File: config.mk
export PLATFORM = sky130hd
export DESIGN_NAME = data_memory_responder
export DESIGN_NICKNAME = d
export VERILOG_FILES = /design/src/rtl/data_memory_responder.sv
export SDC_FILE = /design/constraint.sdc
export NUM_CORES = 2
export LEC_CHECK = 0
export ABC_AREA = 1
export CAP_MARGIN = 10
export CORE_ASPECT_RATIO = 2
export CORE_MARGIN = 1
export CORE_UTILIZATION = 35
export DETAILED_ROUTE_END_ITERATION = 7
export DONT_BUFFER_PORTS = 1
export PLACE_DENSITY = 0.47
export SLEW_MARGIN = 40
export SYNTH_ARGS = -nofsm -noshare
export SYNTH_HDL_FRONTEND = slang
export SYNTH_SLANG_ARGS = --single-unit
File: constraint.sdc
create_clock -name clk -period 5.15 [get_ports clk]
set_input_delay 1.03 -clock clk [delete_from_list [all_inputs] [get_ports clk]]
set_output_delay 1.03 -clock clk [all_outputs]
set_load 0.05 [all_outputs]
File: src/rtl/data_memory_responder.sv
// Word-addressed data memory serving MemRead/MemWrite strobes with programmable wait states.
// Latency: request accepted at edge N -> mem_done high WAIT_CYCLES edges later, for one cycle.
// Backpressure: mem_busy high whenever not IDLE; strobes outside IDLE are ignored, not queued.
module data_memory_responder #(
    parameter int DEPTH       = 64,
    parameter int WAIT_CYCLES = 2,
    parameter int DATA_W      = 32
) (
    input  logic              clk,
    input  logic              reset,
    input  logic              MemRead,
    input  logic              MemWrite,
    input  logic [31:0]       addr,
    input  logic [DATA_W-1:0] write_data,
    output logic [DATA_W-1:0] read_data,
    output logic              mem_done,
    output logic              mem_busy,
    output logic              mem_err
);

    localparam int AW = (DEPTH > 1) ? $clog2(DEPTH) : 1;
    localparam int CW = (WAIT_CYCLES > 0) ? $clog2(WAIT_CYCLES + 1) : 1;

    typedef enum logic [1:0] {
        S_IDLE = 2'd0,
        S_BUSY = 2'd1,
        S_DONE = 2'd2
    } state_t;

    state_t            r_state;
    logic [CW-1:0]     r_cnt;
    logic [AW-1:0]     r_idx;
    logic [DATA_W-1:0] r_wdata;
    logic              r_is_load;
    logic              r_acc_err;
    logic [DATA_W-1:0] r_read_data;
    logic              r_done;
    logic              r_busy;
    logic              r_err_out;
    logic [DATA_W-1:0] r_mem [DEPTH];

    logic              w_req;
    logic              w_req_err;
    logic [AW-1:0]     w_req_idx;
    logic              w_sel_load;
    logic              w_sel_err;
    logic [AW-1:0]     w_sel_idx;
    logic [DATA_W-1:0] w_load_dat;
    logic              w_commit;

    assign w_req     = MemRead | MemWrite;
    assign w_req_idx = addr[AW+1:2];
    // Errors are decided from the request as presented at accept time.
    assign w_req_err = (MemRead & MemWrite) | (addr[1:0] != 2'b00) | (addr >= 32'(4 * DEPTH));

    // With zero wait states DONE is entered straight from IDLE, so the load
    // source is the live request rather than the latched copy.
    always_comb begin
        w_sel_load = r_is_load;
        w_sel_err  = r_acc_err;
        w_sel_idx  = r_idx;
        if (r_state == S_IDLE) begin
            w_sel_load = MemRead & ~MemWrite;
            w_sel_err  = w_req_err;
            w_sel_idx  = w_req_idx;
        end
        w_load_dat = '0;
        if (w_sel_load && !w_sel_err) begin
            w_load_dat = r_mem[w_sel_idx];
        end
    end

    // Stores land only as DONE hands back to IDLE, so a reset in BUSY or DONE drops them.
    assign w_commit = (r_state == S_DONE) && !r_is_load && !r_acc_err;

    // Control FSM: accept, count wait states, one-cycle completion with registered status.
    always_ff @(posedge clk) begin
        if (reset) begin
            r_state     <= S_IDLE;
            r_cnt       <= '0;
            r_read_data <= '0;
            r_done      <= 1'b0;
            r_busy      <= 1'b0;
            r_err_out   <= 1'b0;
        end else begin
            case (r_state)
                S_IDLE: begin
                    r_done      <= 1'b0;
                    r_err_out   <= 1'b0;
                    r_read_data <= '0;
                    if (w_req) begin
                        r_idx     <= w_req_idx;
                        r_wdata   <= write_data;
                        r_is_load <= MemRead & ~MemWrite;
                        r_acc_err <= w_req_err;
                        r_cnt     <= CW'(WAIT_CYCLES);
                        r_busy    <= 1'b1;
                        if (WAIT_CYCLES == 0) begin
                            r_state     <= S_DONE;
                            r_done      <= 1'b1;
                            r_err_out   <= w_sel_err;
                            r_read_data <= w_load_dat;
                        end else begin
                            r_state <= S_BUSY;
                        end
                    end
                end
                S_BUSY: begin
                    r_cnt <= r_cnt - CW'(1);
                    if (r_cnt == CW'(1)) begin
                        r_state     <= S_DONE;
                        r_done      <= 1'b1;
                        r_err_out   <= w_sel_err;
                        r_read_data <= w_load_dat;
                    end
                end
                S_DONE: begin
                    r_state     <= S_IDLE;
                    r_done      <= 1'b0;
                    r_busy      <= 1'b0;
                    r_err_out   <= 1'b0;
                    r_read_data <= '0;
                end
                default: begin
                    r_state <= S_IDLE;
                    r_busy  <= 1'b0;
                    r_done  <= 1'b0;
                end
            endcase
        end
    end

    // Storage array: not cleared by reset, written only on a clean store completion.
    always_ff @(posedge clk) begin
        if (!reset && w_commit) begin
            r_mem[r_idx] <= r_wdata;
        end
    end

    assign read_data = r_read_data;
    assign mem_done  = r_done;
    assign mem_busy  = r_busy;
    assign mem_err   = r_err_out;

endmodule

==> results.txt <==
status = completed
mux contribution to synthesized area = 0%
Tmin final = 3.76 ns
Bufs on Longest Clock Path = 4
Crit Path Category = reg -> reg
floorplan die height = 698 um
VDD IR-drop max = 0.000272 V
gr usage total = 22.5%
CTS Buf Count = 196
CTS tree = yes
placed insts = 9878
GRT overflow = 0
Worst setup SP type = flip-flop
RSZ-0062 raised after global routing = false
Area Growth Syn to Fin = 12.9%
Detailed Routing Iterations Pass 1 = 5
FF-to-FF path depth = 12
Reg clk slew, reported paths = 0.07 ns
adder-cell area share of the yosys netlist = 0.0148%
I/O Pins = 103
most common cell after layout, fill and taps aside = edfxtp_1
Max-cap violations = 0
Synth Net Count = 6948
Core Box Area = 241000 um2
Yosys top cell area share = 74.0%
pwr/cell area = 398 nW/um2
global-route wire length before repair = 396000 um
routed wire length = 277000 um
vias in the first global route = 54200
Mapped Area = 84800 um2
CTS Hold Bufs = 0
Distinct cells, synth = 30
syn_area_per_cell = 12.3 um2
R2R setup slack = 1.39 ns
Post-CTS Resized = 0
WL per Instance = 27.1 um
largest family of logic cells by synthesized area = simple AND/OR/NAND/NOR gates
Critical R2R Launch = r_state[1]
min-delay src = reset
Iteration-0 DRC Markers = 4986
Yosys reg bits = 2127
Final Hold Violating Endpoints = 0
CP endpoint kind = flip-flop
Max Fclk = 266 MHz
Setup Viol. Count Final = 0
synth warn = 0
most frequent cells in the layout = edfxtp_1, nand2_1, nand3_1, clkbuf_16, buf_4
Placer Congestion = 0.791
hold slack = 0.239 ns
initial core utilization = 35.2%
hold-critical path depth = 1
DRC Markers = 0
worst skew pair latency = 0.87 ns
Die Area = 244000 um2
dpl ws = 1.40 ns
Finished Layout Cells = 10200
largest net degree at the start of global routing = 108
post-route ant nets = 0
Max Slew Vio Count = 0
via count = 54900
WP data required = 5.92 ns
crit-path max FO = 99
PnR worst setup slack = 1.39 ns
htree depth = 4
crit path DAT = 4.53 ns
Mapped Cells = 6879
fin crit share = 73.0%
Post-Route Utilization = 39.7%
fraction of synthesized cell area in xor and xnor cells = 0%
Worst R2R End = read_data[15]
Setup Skew = 0.0631 ns
Final #Nets = 6937
layout cells sized above 1 = 8.52%
top cells by area, synth = edfxtp_1, nand3_1, nand2_1
clk sinks = 2127
floorplan row count = 255
Setup Buffers After CTS = 0
post-synthesis simple-gate area fraction = 21.8%
post-synth top area cell = edfxtp_1
initial antenna violation count = 9
Detail Placement HPWL = 151000 um
relative slew slack = 37.2%
Setup TNS = 0 ns
Slew @ Worst Pin = 0.942 ns
die width = 350 um
hold path endpoint = mem_busy
worst min path class = in -> reg
Lkg Pwr = 31.9 nW
compound-gate portion of the synthesized area = 0.301%
Port-buffer cells = 0
Root Driver = clkbuf_16
register area share after synthesis = 74.9%
Vias/cell = 5.36
## per-layer routing
layer  up-vias  part of all wire (%)  GRT usage [%]
li1      24600                     -              -
met1     28100                    38           26.6
met2      1683                    53           41.5
met3       441                   5.0           2.71
met4         4                   3.5           7.85
met5         -                0.0097              0
## cell type report
cell class	count	area, um2
clock buffers	256	5160
fillers	22500	145000
inverters	28	124
flip-flops and latches	2127	63500
well taps	3212	4020
multi-input cells	4272	19400
diodes	9	22.5
clock inverters	92	692
repair buffers	243	2820
## cell usage after synthesis, drive strengths merged
cell type	n
nand4	1
o21ai	8
nand3	2064
edfxtp	2088
a32o	1
dfxtp	39
inv	28
nor2	81
or4	2
o211ai	1
nor3	2
ha	1
nand2	2069
buf	365
a211oi	1
nand3b	1
clkbuf	87
nor4	5
a21oi	35
## per-stage QoR
stage	area (um2)	power, mW
2_1_floorplan	84800	22.6
3_3_place_gp	89600	24.5
3_5_place_dp	89700	24.6
4_1_cts	95600	38.4
5_1_grt	95700	39.3
6_report	95700	38.1
## state kept, by name, summed over array words and instances, names as in the netlist
register / count
r_mem: 2048
r_wdata: 32
read_data: 32
r_idx: 6
r_cnt: 2
r_state: 2
mem_busy: 1
mem_done: 1
mem_err: 1
r_acc_err: 1
r_is_load: 1
## worst max path at each step
stage                          start  depth (start not counted)       endpoint  slack (ns)
after global routing      r_state[1]                         13  read_data[21]        1.27
after global placement         reset                          6  r_mem[19][11]        1.41
after CTS                 r_state[1]                         12  read_data[15]        1.44
final                     r_state[1]                         12  read_data[15]        1.39
after floorplan                reset                          6   r_mem[15][0]        1.49
after detailed placement     addr[2]                         12  read_data[15]        1.40
## logic make-up (layout without fill, tap and decap cells)
| group | Yosys count | in the layout |
|---|---|---|
| flops | 2127 | 2127 |
| fa+ha+maj | 1 | 1 |
| buf+inv | 480 | 619 |
| simple gates | 4225 | 4225 |
| other cells | 0 | 9 |
| compound gates | 46 | 46 |
## power by group
part           total, mW  switching, mW  internal [mW]
Combinational       5.08           3.73           1.35
Sequential          19.1         0.0231           19.1
Clock               13.9           6.43           7.51
Total               38.1           10.2           27.9
## worst max-delay path, cell delays in order (launching register included)
cell	delay, ns
dfxtp_1	0.37
nor2_4	0.52
nand2_2	0.31
nand2_8	0.49
buf_12	0.42
nand2_1	0.11
nand3_1	0.11
nand3_1	0.10
nand3_1	0.11
nand3_1	0.23
nand3_1	0.30
nand3_1	0.13
a21oi_1	0.22
(Power assumes the default switching activity.)
